## src/rtl/relu_stream.sv

```systemverilog
// Two-stage activation pipeline: bypass / ReLU / leaky ReLU / ReLU-N.
// Config rides with each beat; zeroed lanes feed a saturating counter.
module relu_stream #(
    parameter int NUM_WIDTH   = 16,
    parameter int CHANNELS    = 4,
    parameter int SHIFT_WIDTH = 4,
    parameter int CNT_WIDTH   = 32
) (
    input  logic                          clk,
    input  logic                          rst_n,
    input  logic [1:0]                    cfg_mode,
    input  logic [SHIFT_WIDTH-1:0]        cfg_shift,
    input  logic [NUM_WIDTH-1:0]          cfg_clamp,
    input  logic                          cnt_clear,
    input  logic [CHANNELS*NUM_WIDTH-1:0] up_data,
    input  logic                          up_valid,
    output logic                          up_ready,
    output logic [CHANNELS*NUM_WIDTH-1:0] dn_data,
    output logic                          dn_valid,
    input  logic                          dn_ready,
    output logic [CNT_WIDTH-1:0]          zero_count
);

    localparam int DW  = CHANNELS * NUM_WIDTH;
    localparam int NNW = $clog2(CHANNELS + 1);
    localparam int CW1 = CNT_WIDTH + 1;

    typedef enum logic [1:0] {
        MODE_BYPASS = 2'd0,
        MODE_RELU   = 2'd1,
        MODE_LEAKY  = 2'd2,
        MODE_CLAMP  = 2'd3
    } mode_e;

    typedef struct packed {
        logic [DW-1:0]          data;
        mode_e                  mode;
        logic [SHIFT_WIDTH-1:0] shift;
        logic [NUM_WIDTH-1:0]   clamp;
    } s1_t;

    logic                 v1_q, v1_d;
    s1_t                  s1_q, s1_d;
    logic                 dv_q, dv_d;
    logic [DW-1:0]        dd_q, dd_d;
    logic [CNT_WIDTH-1:0] cnt_q, cnt_d;

    logic adv1;
    logic adv2;

    logic signed [NUM_WIDTH-1:0] x_lane [CHANNELS];
    logic signed [NUM_WIDTH-1:0] y_lane [CHANNELS];
    logic signed [NUM_WIDTH-1:0] clamp_s;
    logic [DW-1:0]               act;
    logic [NNW-1:0]              nneg;
    logic                        counts;
    logic [CW1-1:0]              sum;

    assign adv2     = !dv_q || dn_ready;
    assign adv1     = !v1_q || adv2;
    assign up_ready = adv1;

    always_comb begin
        v1_d = v1_q;
        s1_d = s1_q;
        if (up_valid && adv1) begin
            v1_d       = 1'b1;
            s1_d.data  = up_data;
            s1_d.mode  = mode_e'(cfg_mode);
            s1_d.shift = cfg_shift;
            s1_d.clamp = cfg_clamp;
        end else if (adv2) begin
            v1_d = 1'b0;
        end
    end

    assign clamp_s = signed'(s1_q.clamp);
    assign counts  = (s1_q.mode == MODE_RELU)
                  || (s1_q.mode == MODE_CLAMP);

    always_comb begin
        act  = '0;
        nneg = '0;
        for (int i = 0; i < CHANNELS; i++) begin
            x_lane[i] = signed'(s1_q.data[i*NUM_WIDTH +: NUM_WIDTH]);
            y_lane[i] = x_lane[i];
            case (s1_q.mode)
                MODE_RELU: begin
                    if (x_lane[i] < 0)
                        y_lane[i] = '0;
                end
                MODE_LEAKY: begin
                    if (x_lane[i] < 0)
                        y_lane[i] = x_lane[i] >>> s1_q.shift;
                end
                MODE_CLAMP: begin
                    if (x_lane[i] < 0)
                        y_lane[i] = '0;
                    else if (x_lane[i] > clamp_s)
                        y_lane[i] = clamp_s;
                end
                default: y_lane[i] = x_lane[i];
            endcase
            if (counts && (x_lane[i] < 0))
                nneg = nneg + NNW'(1);
            act[i*NUM_WIDTH +: NUM_WIDTH] = y_lane[i];
        end
    end

    assign sum = {1'b0, cnt_q} + CW1'(nneg);

    always_comb begin
        dv_d  = dv_q;
        dd_d  = dd_q;
        cnt_d = cnt_q;
        if (adv2) begin
            dv_d = v1_q;
            if (v1_q)
                dd_d = act;
        end
        // clear wins over an increment landing on the same edge
        if (cnt_clear)
            cnt_d = '0;
        else if (adv2 && v1_q)
            cnt_d = sum[CNT_WIDTH] ? '1 : sum[CNT_WIDTH-1:0];
    end

    always_ff @(posedge clk) begin
        if (!rst_n) begin
            v1_q  <= 1'b0;
            s1_q  <= '0;
            dv_q  <= 1'b0;
            dd_q  <= '0;
            cnt_q <= '0;
        end else begin
            v1_q  <= v1_d;
            s1_q  <= s1_d;
            dv_q  <= dv_d;
            dd_q  <= dd_d;
            cnt_q <= cnt_d;
        end
    end

    assign dn_valid   = dv_q;
    assign dn_data    = dd_q;
    assign zero_count = cnt_q;

endmodule

```

## config.mk

```make
export PLATFORM = sky130hd
export DESIGN_NAME = relu_stream
export DESIGN_NICKNAME = d
export VERILOG_FILES = /design/src/rtl/relu_stream.sv
export SDC_FILE = /design/constraint.sdc
export NUM_CORES = 1
export LEC_CHECK = 0
export BUFFER_PORTS_ARGS = -buffer_cell sky130_fd_sc_hd__buf_2
export CAP_MARGIN = 20
export CORE_MARGIN = 2
export CORE_UTILIZATION = 45
export CTS_CLUSTER_SIZE = 25
export DETAILED_ROUTE_END_ITERATION = 6
export PLACE_DENSITY_LB_ADDON = 0.15
export SYNTH_ARGS = -nofsm -noshare
export SYNTH_HDL_FRONTEND = slang
export SYNTH_SLANG_ARGS = --single-unit
```

## constraint.sdc

```tcl
create_clock -name clk -period 4.4 [get_ports clk]
set_input_delay 0.66 -clock clk [delete_from_list [all_inputs] [get_ports clk]]
set_output_delay 0.66 -clock clk [all_outputs]
set_load 0.01 [all_outputs]
```

==> flow_summary.rst, run 1 <==
.. list-table::
   :header-rows: 1

   * - Metric
     - Value
   * - Max Fanout on Critical Path
     - 5
   * - Power density cells
     - 298 mW/mm^2
   * - Startpoint of the worst setup timing path
     - s1_q[20]
   * - Final antenna-violating net count
     - 0
   * - Post-CTS setup buffer count
     - 0
   * - DIE WIDTH
     - 177 microns
   * - EDFF count, synth
     - 0
   * - Number of cells traversed by the worst hold path
     - 3
   * - Total number of clock tree sinks
     - 184
   * - Kind of end point of the critical path
     - flop
   * - Initial antenna violation count
     - 1
   * - Clk Tree Root Cell
     - sky130_fd_sc_hd__clkbuf_16
   * - IO buf count
     - 188
   * - Routed length per placed instance
     - 22.7 microns
   * - Clock Path Buffers
     - 2
   * - DRT iter0 DRCs
     - 1436
   * - Number of synthesis warnings
     - 0
   * - Number of global-route vias before repair
     - 12900
   * - Critical hold path startpoint
     - up_data[20]
   * - Drt drc
     - 0
   * - Highest clock frequency the design can meet
     - 269 MHz
   * - Final count of hold timing violations
     - 0
   * - Final worst-path cycle share
     - 0.844
   * - Total iterations of the first detailed-routing run
     - 6
   * - Area growth syn-to-layout
     - 14.2%
   * - Max-capacitance violation count
     - 0
   * - Critical R2R Launch
     - s1_q[20]
   * - Post-synth ARST share
     - 0
   * - Required time worst endpoint
     - 4.78 ns
   * - Status
     - complete, no violations
   * - Pin slew with the least headroom to its limit
     - 1.08 ns
   * - Number of instances resized during post-cts repair
     - 0
   * - Post-Route Skew
     - 0.0169 ns
   * - Clock latency of the later-clocked register in the worst-skew pair
     - 0.46 ns
   * - Wirelength, routed
     - 50.0 mm
   * - Synth Net Count
     - 1830
   * - Hold Path Sink
     - s1_q[42]
   * - Wire length of the first global-routing pass
     - 76.2 mm
   * - Max IR drop VDD
     - 0.257 mV
   * - Arrival time of the worst setup path
     - 4.09 ns
   * - Minimum clock period
     - 3.71 ns
   * - GRT overflow
     - 0
   * - Critical Path Source Type
     - flop
   * - Post-synth top area cell
     - sky130_fd_sc_hd__dfxtp_1
   * - Slowest CP cell
     - sky130_fd_sc_hd__nor3b_1
   * - Register bit count reported by yosys
     - 184
   * - Fin nets
     - 1962
   * - Biggest area contributors in the synthesized netlist
     - sky130_fd_sc_hd__dfxtp_1 (27%), sky130_fd_sc_hd__nand2_1 (8.3%), sky130_fd_sc_hd__ha_1 (6.6%), sky130_fd_sc_hd__mux4_2 (6.0%), sky130_fd_sc_hd__mux2i_1 (5.8%)
   * - Hold-fix buffers at CTS
     - 0
   * - Number of distinct standard cells referenced by the synthesized netlist
     - 75
   * - TritonCTS clock tree
     - built
   * - Gate count after technology mapping
     - 1667
   * - Total number of vias
     - 13900
   * - Initial core utilization
     - 0.455
   * - Sequential area share after synthesis
     - 0.274
   * - Largest net degree at the start of global routing
     - 80
   * - Share of the synthesized area in the top cell type
     - 0.274
   * - Worst rel slew slack
     - 0.282
   * - Crit path cell chain
     - nand2_1 > inv_1 > ha_1 > xnor2_1 > ha_1 > mux2_2 > ha_1 > a21o_1 > a21oi_1 > nor3b_1 > nor3b_1 > nand3_1 > xor2_1 > a21oi_1
   * - RSZ-0062 raised after global routing
     - false
   * - Power, Total
     - 0.00457 W
   * - Cell with the most instances after synthesis
     - sky130_fd_sc_hd__nand2_1
   * - Worst reg-to-reg setup slack
     - 0.69 ns
   * - Cts bufs inserted
     - 17
   * - Number of vias per cell after detailed routing
     - 6.30
   * - Maximum cell stage delay along the critical path
     - 0.59 ns
   * - Rows
     - 63
   * - Crit Path Class
     - flop to flop
   * - Pins Over Slew Limit
     - 0
   * - Total routing resource utilization after global routing
     - 0.317
   * - Number of top-level design ports
     - 189
   * - Ranking of synthesized cells by instance count
     - sky130_fd_sc_hd__nand2_1 (298), sky130_fd_sc_hd__dfxtp_1 (184), sky130_fd_sc_hd__a21oi_1 (116)
   * - Clock-pin slew of the registers on the worst-case setup and hold paths
     - 0.09 ns
   * - HPWL Detailed
     - 35.2 mm
   * - Setup TNS Final
     - 0 ns
   * - Synthesized area per cell
     - 8.05 sq um
   * - Most used cell along the critical path
     - sky130_fd_sc_hd__ha_1
   * - Vertical extent of the die
     - 177 microns
   * - Final setup violation count
     - 0
   * - Fraction of final layout cells with drive strength greater than 1
     - 0.199
   * - Leakage power figure
     - 6.02 nW
   * - Area of the die
     - 0.0312 sq mm
   * - Final Wtd Congestion
     - 0.978
   * - Core ar.
     - 0.0295 sq mm
   * - Post-synthesis instance area
     - 0.0134 sq mm
   * - Dominant register cell in the synthesized netlist
     - sky130_fd_sc_hd__dfxtp_1
   * - Worst hold path class
     - input pin to flop
   * - Crit Reg-Reg Endpoint
     - zero_count[17]
   * - Depth of the worst register-to-register path
     - 14
   * - Maximum level of the CTS H-tree
     - 4
[area by class of cell]
type,count,area [sq um]
Fill cell,2895,14200
Multi-Input combinational cell,1309,9030
Sequential cell,184,3690
Timing Repair Buffer,244,1380
Tap cell,390,488
Clock buffer,19,443
Inverter,43,161
Clock inverter,13,128
Antenna cell,1,2.50
[cell usage in the layout, fill, tap and decap left out, drive strengths merged, types with 14 or more instances in the layout]
cell type,count
dfxtp,184
nor3,30
clkbuf,19
o211ai,38
nor2,73
nand2,298
o21ai,113
nand4,21
a21boi,97
mux2i,78
o22ai,16
a21o,14
inv,50
mux2,29
ha,71
nand3,44
a21oi,117
a211oi,25
buf,244
mux4,36
xor2,16
a221oi,16
o221ai,15
[cells by family after synthesis]
kind of cell             Yosys count  share of synthesized area
AND/OR/NAND/NOR                  545                      0.182
adder cells (fa/ha/maj)           72                     0.0677
flip-flops                       184                      0.274
AO/OA/AOI/OAI                    520                      0.260
XOR/XNOR                          29                     0.0189
buffers and inverters            174                     0.0537
multiplexers                     143                      0.143
[sequential cells by signal, summed over array words and instances, names as in the netlist]
register / count
clamp_s: 16
dn_valid: 1
dn_data: 64
zero_count: 32
v1_q: 1
s1_q: 70
[power by group]
part           total (W)  internal [W]  switching, W
Clock            0.00156      0.000766      0.000792
Sequential       0.00190       0.00175      0.000152
Combinational    0.00111      0.000452      0.000661
Total            0.00457       0.00296       0.00160
[layer usage]
layer  up-vias  GRT usage  part of all wire
met1      6598      0.438              0.43
met3       125     0.0621             0.091
met4         2      0.133             0.041
li1       6411          -                 -
met5         -          0           0.00020
met2       735      0.483              0.43
[through the flow]
stage	utilization	hold slack, ns	setup WS (ns)	cell area, sq um	cells
2_1_floorplan	-	0.469	0.211	13400	1667
3_3_place_gp	0.500	0.455	0.787	14800	2170
3_5_place_dp	0.500	0.462	0.722	14800	2170
4_1_cts	0.520	0.431	0.680	15300	2202
5_1_grt	0.520	0.445	0.280	15300	2202
6_report	0.520	0.439	0.687	15300	2203
[critical path, delay by kind of cell, from the launching register on]
family | cells | cell delay, ns
xor+xnor | 2 | 0.41
simple gates | 4 | 1.34
buf+inv | 1 | 0.08
compound gates | 3 | 0.34
mux | 1 | 0.28
fa+ha+maj | 3 | 0.85
flops | 1 | 0.34
[how the worst max path moves through the flow]
stage                endpoint  slack (ns)
6_report       zero_count[17]        0.69
5_1_grt        zero_count[19]        0.28
4_1_cts        zero_count[17]        0.68
3_5_place_dp   zero_count[17]        0.72
3_3_place_gp   zero_count[17]        0.79
2_1_floorplan  zero_count[16]        0.21
Power figures use the tool's default switching activity.
==> run 2: changes to the inputs <==
clock period = 3.71 ns   (was 4.4 ns; I/O delays follow)
==> flow_summary.rst, run 2 (synthesized netlist as in run 1, its figures left out) <==
.. list-table::
   :header-rows: 1

   * - Metric
     - Value
   * - Worst hold path class
     - input pin to flop
   * - Internal power consumption
     - 0.00370 W
   * - Highest clock frequency the design can meet
     - 291 MHz
   * - Drt drc
     - 0
   * - Part of the power in combinational logic
     - 0.249
   * - Worst hold slack
     - 0.330 ns
   * - Hold-fix buffers at CTS
     - 0
   * - IO buf count
     - 188
   * - Met2 wire length
     - 22.4 mm
   * - Rows
     - 63
   * - Clk Tree Root Cell
     - sky130_fd_sc_hd__clkbuf_16
   * - Fraction of final layout cells with drive strength greater than 1
     - 0.216
   * - Slowest CP cell
     - sky130_fd_sc_hd__or4_1
   * - Required time worst endpoint
     - 4.11 ns
   * - RSZ-0062 raised after global routing
     - false
   * - Worst rel slew slack
     - 0.326
   * - Crit Path Class
     - flop to flop
   * - Switching power
     - 0.00186 W
   * - Leakage power figure
     - 6.21 nW
   * - DR WL met3
     - 5.08 mm
   * - Crit path cell chain
     - and2_1 > inv_1 > ha_1 > o21ai_0 > ha_1 > nand2_1 > xor2_1 > and2_1 > ha_4 > nand2b_4 > a211oi_4 > nand2_2 > or4_1 > xor2_1 > a21oi_1
   * - Reg power frac
     - 0.403
   * - Final Wtd Congestion
     - 0.983
   * - Status
     - complete, no violations
   * - Core ar.
     - 0.0295 sq mm
   * - Number of vias per cell after detailed routing
     - 6.24
   * - Power density cells
     - 355 mW/mm^2
   * - Final setup violation count
     - 0
   * - Detailed-route wire length on metal 1
     - 21.7 mm
   * - Clock latency of the later-clocked register in the worst-skew pair
     - 0.47 ns
   * - Pin slew with the least headroom to its limit
     - 1.01 ns
   * - Arrival time of the worst setup path
     - 3.83 ns
   * - Commonest non-fill, non-tap cell in the layout
     - sky130_fd_sc_hd__nand2_1
   * - Initial core utilization
     - 0.455
   * - Maximum level of the CTS H-tree
     - 4
   * - Total number of clock tree sinks
     - 184
   * - Clock Path Buffers
     - 2
   * - Max IR drop VDD
     - 0.346 mV
   * - Final count of hold timing violations
     - 0
   * - Critical Path Source Type
     - flop
   * - Post-route core utilization
     - 0.532
   * - Number of buffers and inverters on the critical path
     - 1
   * - Max Fanout on Critical Path
     - 6
   * - Least setup slack across all paths after layout
     - 0.276 ns
   * - Top library cells by usage in the layout, fill and taps aside
     - sky130_fd_sc_hd__nand2_1 (296), sky130_fd_sc_hd__buf_2 (187), sky130_fd_sc_hd__dfxtp_1 (180)
   * - Number of cells in the finished layout apart from fillers
     - 2233
   * - Fin nets
     - 1992
   * - TritonCTS clock tree
     - built
   * - Highest routed metal layer
     - met5
   * - Max reg flops
     - 70
   * - Largest net degree at the start of global routing
     - 66
   * - GRT overflow
     - 0
   * - Clock-pin slew of the registers on the worst-case setup and hold paths
     - 0.07 ns
   * - Pins Over Slew Limit
     - 0
   * - Family of cells with the greatest summed delay on the critical path
     - simple AND/OR/NAND/NOR gates
   * - Area of the die
     - 0.0312 sq mm
   * - DIE WIDTH
     - 177 microns
   * - Area growth syn-to-layout
     - 16.8%
   * - Total routing resource utilization after global routing
     - 0.328
   * - Worst-case setup slack after placement
     - 0.266 ns
   * - Register with the most flip-flops
     - s1_q
   * - Clock power share
     - 0.349
   * - Cts bufs inserted
     - 17
   * - Wirelength, routed
     - 51.5 mm
   * - Minimum clock period
     - 3.43 ns
   * - Routed length per placed instance
     - 23.1 microns
   * - Initial antenna violation count
     - 4
   * - Proportion of total power due to net switching
     - 0.335
   * - Max-capacitance violation count
     - 0
   * - Final worst-path cycle share
     - 0.926
   * - Vertical extent of the die
     - 177 microns
   * - Setup TNS Final
     - 0 ns
   * - Inst Count DP
     - 2198
   * - HPWL Detailed
     - 36.9 mm
   * - Wire length of the first global-routing pass
     - 78.1 mm
   * - DRT iter0 DRCs
     - 1456
   * - Number of global-route vias before repair
     - 13200
   * - Maximum cell stage delay along the critical path
     - 0.55 ns
   * - Post-Route Skew
     - 0.0122 ns
   * - Number of top-level design ports
     - 189
   * - Total number of vias
     - 13900
   * - Final antenna-violating net count
     - 0
   * - Total iterations of the first detailed-routing run
     - 6
   * - Kind of end point of the critical path
     - flop
-- run 2: cell count changes in the layout (fill, tap and decap cells not counted), sizes merged --
cell and change:
buf +30, bufinv +2, clkbuf +2, clkinv -1
clkinvlp -1, inv -2
-- run 2: path summary, 6_finish.rpt --
| path | startpoint | to | slack [ns] | depth (start not counted) |
|---|---|---|---|---|
| worst max register to register | s1_q[20] | zero_count[16] | 0.28 | 15 |
| worst min register to register | dn_data[28] | dn_data[28] | 0.48 | 2 |
| worst max-delay path | s1_q[20] | zero_count[16] | 0.28 | 15 |
| worst min-delay path | up_data[17] | s1_q[39] | 0.33 | 3 |
-- run 2: metrics by stage --
stage	total power, W	instance area, sq um
after detailed placement	0.00363	15000
after global placement	0.00362	15000
final	0.00556	15700
after floorplan	0.00312	13500
after CTS	0.00556	15700
after global routing	0.00579	15700
-- run 2: routing by layer --
| metal | GRT usage | vias up |
|---|---|---|
| li1 | - | 6469 |
| met1 | 0.429 | 6596 |
| met2 | 0.498 | 731 |
| met3 | 0.0969 | 144 |
| met4 | 0.151 | 4 |
| met5 | 0 | - |
-- run 2: layout make-up --
type	count	area [sq um]
Sequential cell	184	3690
Timing Repair Buffer	274	1630
Clock buffer	21	470
Clock inverter	11	136
Inverter	43	161
Fill cell	2861	13800
Tap cell	390	488
Multi-Input combinational cell	1309	9100
Antenna cell	1	2.50
-- run 2: what timing repair did --
item | CTS | global route
resized for setup | 0 | 0
setup buffers | 0 | 2
endpoints found under the setup margin | 0 | 19
-- run 2: power by group through the flow --
stage | combinational (W) | clock (W) | sequential, W
floorplan | 0.000898 | 0 | 0.00222
global placement | 0.00134 | 0 | 0.00228
detailed placement | 0.00135 | 0 | 0.00228
CTS | 0.00136 | 0.00197 | 0.00223
global route | 0.00150 | 0.00204 | 0.00225
finish | 0.00138 | 0.00194 | 0.00224
-- run 2: worst reg2reg max path: stages (launching register included) --
cell and delay (ns):
sky130_fd_sc_hd__dfxtp_2 0.38, sky130_fd_sc_hd__and2_1 0.24, sky130_fd_sc_hd__inv_1 0.09, sky130_fd_sc_hd__ha_1 0.19
sky130_fd_sc_hd__o21ai_0 0.24, sky130_fd_sc_hd__ha_1 0.20, sky130_fd_sc_hd__nand2_1 0.07, sky130_fd_sc_hd__xor2_1 0.17
sky130_fd_sc_hd__and2_1 0.18, sky130_fd_sc_hd__ha_4 0.30, sky130_fd_sc_hd__nand2b_4 0.06, sky130_fd_sc_hd__a211oi_4 0.29
sky130_fd_sc_hd__nand2_2 0.14, sky130_fd_sc_hd__or4_1 0.55, sky130_fd_sc_hd__xor2_1 0.16, sky130_fd_sc_hd__a21oi_1 0.14
==> run 3: changes to the inputs <==
--- a/config.mk
+++ b/config.mk
@@ -10,3 +10,3 @@
 export CORE_MARGIN = 2
-export CORE_UTILIZATION = 45
+export CORE_UTILIZATION = 40
 export CTS_CLUSTER_SIZE = 25
--- a/constraint.sdc
+++ b/constraint.sdc
@@ -3,2 +3,2 @@
 set_output_delay 0.5565 -clock clk [all_outputs]
-set_load 0.01 [all_outputs]
+set_load 0.1 [all_outputs]
==> flow_summary.rst, run 3 (synthesized netlist as in run 1, its figures left out) <==
.. list-table::
   :header-rows: 1

   * - Metric
     - Value
   * - Status
     - complete, no violations
   * - Cts bufs inserted
     - 17
   * - Initial antenna violation count
     - 3
   * - Hold-fix buffers at CTS
     - 0
   * - Top library cells by usage in the layout, fill and taps aside
     - sky130_fd_sc_hd__nand2_1 (296), sky130_fd_sc_hd__buf_2 (187), sky130_fd_sc_hd__dfxtp_1 (180)
   * - Area growth syn-to-layout
     - 16.4%
   * - Total iterations of the first detailed-routing run
     - 6
   * - Max IR drop VDD
     - 0.386 mV
   * - Total area of multi-input combinational cells
     - 0.00910 sq mm
   * - Wirelength, routed
     - 52.0 mm
   * - Arrival time of the worst setup path
     - 3.68 ns
   * - IO buf count
     - 188
   * - Wire length of the first global-routing pass
     - 79.8 mm
   * - Max Fanout on Critical Path
     - 5
   * - Final worst-path cycle share
     - 0.884
   * - Pin slew with the least headroom to its limit
     - 0.961 ns
   * - Commonest non-fill, non-tap cell in the layout
     - sky130_fd_sc_hd__nand2_1
   * - Internal power consumption
     - 0.00359 W
   * - Fraction of final layout cells with drive strength greater than 1
     - 0.211
   * - Worst hold slack
     - 0.332 ns
   * - Number of global-route vias before repair
     - 13100
   * - Proportion of total power due to net switching
     - 0.372
   * - Setup TNS Final
     - 0 ns
   * - Fin nets
     - 1983
   * - Leakage power figure
     - 6.13 nW
   * - Final antenna-violating net count
     - 0
   * - Number of vias per cell after detailed routing
     - 6.10
   * - Total routing resource utilization after global routing
     - 0.294
   * - Critical Path Source Type
     - flop
   * - DIE WIDTH
     - 187 microns
   * - Clock Path Buffers
     - 2
   * - Reg power frac
     - 0.392
   * - Final Wtd Congestion
     - 0.961
   * - RSZ-0062 raised after global routing
     - false
   * - Routed length per placed instance
     - 22.8 microns
   * - Initial core utilization
     - 0.403
   * - Number of top-level design ports
     - 189
   * - Total number of clock tree sinks
     - 184
   * - Required time worst endpoint
     - 4.11 ns
   * - Power, Total
     - 0.00571 W
   * - Minimum clock period
     - 3.28 ns
   * - DRT iter0 DRCs
     - 1558
   * - Final count of hold timing violations
     - 0
   * - Placed Instance Area
     - 0.0151 sq mm
   * - Core ar.
     - 0.0333 sq mm
   * - HPWL Detailed
     - 37.0 mm
   * - Post-Route Skew
     - 0.0167 ns
   * - Pins Over Slew Limit
     - 0
   * - Max reg flops
     - 70
   * - Register with the most flip-flops
     - s1_q
   * - Final setup violation count
     - 0
   * - GRT overflow
     - 0
   * - Post-CTS setup buffer count
     - 0
   * - Clock-pin slew of the registers on the worst-case setup and hold paths
     - 0.07 ns
   * - Area of the die
     - 0.0350 sq mm
   * - Worst hold path class
     - input pin to flop
   * - Clock latency of the later-clocked register in the worst-skew pair
     - 0.47 ns
   * - Number of instances resized during post-cts repair
     - 0
   * - Total number of vias
     - 13900
   * - Clock power share
     - 0.315
   * - Highest clock frequency the design can meet
     - 305 MHz
   * - Worst rel slew slack
     - 0.360
   * - Power density cells
     - 366 mW/mm^2
   * - Clk Tree Root Cell
     - sky130_fd_sc_hd__clkbuf_16
   * - Vertical extent of the die
     - 187 microns
   * - Maximum level of the CTS H-tree
     - 4
   * - Largest net degree at the start of global routing
     - 81
   * - Part of the power in combinational logic
     - 0.293
   * - TritonCTS clock tree
     - built
   * - Post-route design area
     - 0.0156 sq mm
   * - Max-capacitance violation count
     - 0
   * - Number of inserted filler cells in the final layout
     - 3365
   * - Area taken by flip-flops and latches
     - 0.00369 sq mm
   * - Switching power
     - 0.00212 W
   * - Rows
     - 67
   * - Drt drc
     - 0
   * - Crit Path Class
     - flop to flop
   * - Kind of end point of the critical path
     - flop
run 3: cell count changes in the layout (fill, tap and decap cells not counted), sizes merged:
cell / delta
buf: -9
clkinvlp: +3
bufinv: -1
inv: -2
clkinv: -2
clkbuf: +1
run 3: power by group through the flow:
| stage | registers (W) | clock network [W] | logic, W |
|---|---|---|---|
| 3_3_place_gp | 0.00228 | 0 | 0.00163 |
| 6_report | 0.00224 | 0.00180 | 0.00167 |
| 3_5_place_dp | 0.00228 | 0 | 0.00164 |
| 2_1_floorplan | 0.00252 | 0 | 0.000899 |
| 4_1_cts | 0.00223 | 0.00184 | 0.00165 |
| 5_1_grt | 0.00225 | 0.00193 | 0.00178 |
run 3: routing by layer:
layer | up-vias | track usage | share of wire
li1 | 6444 | - | -
met2 | 741 | 0.441 | 0.43
met3 | 116 | 0.0555 | 0.089
met1 | 6601 | 0.410 | 0.44
met5 | - | 0 | 0.00019
met4 | 2 | 0.134 | 0.039
run 3: final timing paths:
kind	start	to	slack [ns]	cells after the start
max reg2reg	s1_q[20]	zero_count[16]	0.43	15
min reg2reg	dn_data[26]	dn_data[26]	0.47	2
min	up_data[42]	s1_q[64]	0.33	3
max	s1_q[20]	zero_count[16]	0.43	15
run 3: metrics by stage:
stage / worst slack (ns) / util / cells
finish: 0.431 / 0.469 / 2281
global route: 0.175 / 0.469 / 2280
CTS: 0.426 / 0.469 / 2280
detailed placement: 0.435 / 0.453 / 2249
global placement: 0.432 / 0.453 / 2249
floorplan: 0.0273 / - / 1667
run 3: area by class of cell:
| type | count | share of cell area |
|---|---|---|
| well taps | 448 | 0.0359 |
| multi-input cells | 1309 | 0.583 |
| diodes | 1 | 0.000160 |
| clock buffers | 22 | 0.0297 |
| flip-flops and latches | 184 | 0.236 |
| inverters | 43 | 0.0103 |
| repair buffers | 265 | 0.0990 |
| clock inverters | 9 | 0.00585 |
run 3: critical path, cell delays in order (launching register included):
cell and delay [ns]:
sky130_fd_sc_hd__dfxtp_2 0.36, sky130_fd_sc_hd__and2_1 0.23, sky130_fd_sc_hd__inv_1 0.09, sky130_fd_sc_hd__ha_1 0.20, sky130_fd_sc_hd__o21ai_0 0.22, sky130_fd_sc_hd__ha_1 0.18, sky130_fd_sc_hd__nand2_1 0.06, sky130_fd_sc_hd__xor2_1 0.16
sky130_fd_sc_hd__and2_1 0.18, sky130_fd_sc_hd__ha_4 0.30, sky130_fd_sc_hd__nand2b_4 0.06, sky130_fd_sc_hd__a211oi_4 0.24, sky130_fd_sc_hd__nand2_2 0.12, sky130_fd_sc_hd__or4_1 0.55, sky130_fd_sc_hd__xor2_1 0.16, sky130_fd_sc_hd__a21oi_1 0.13
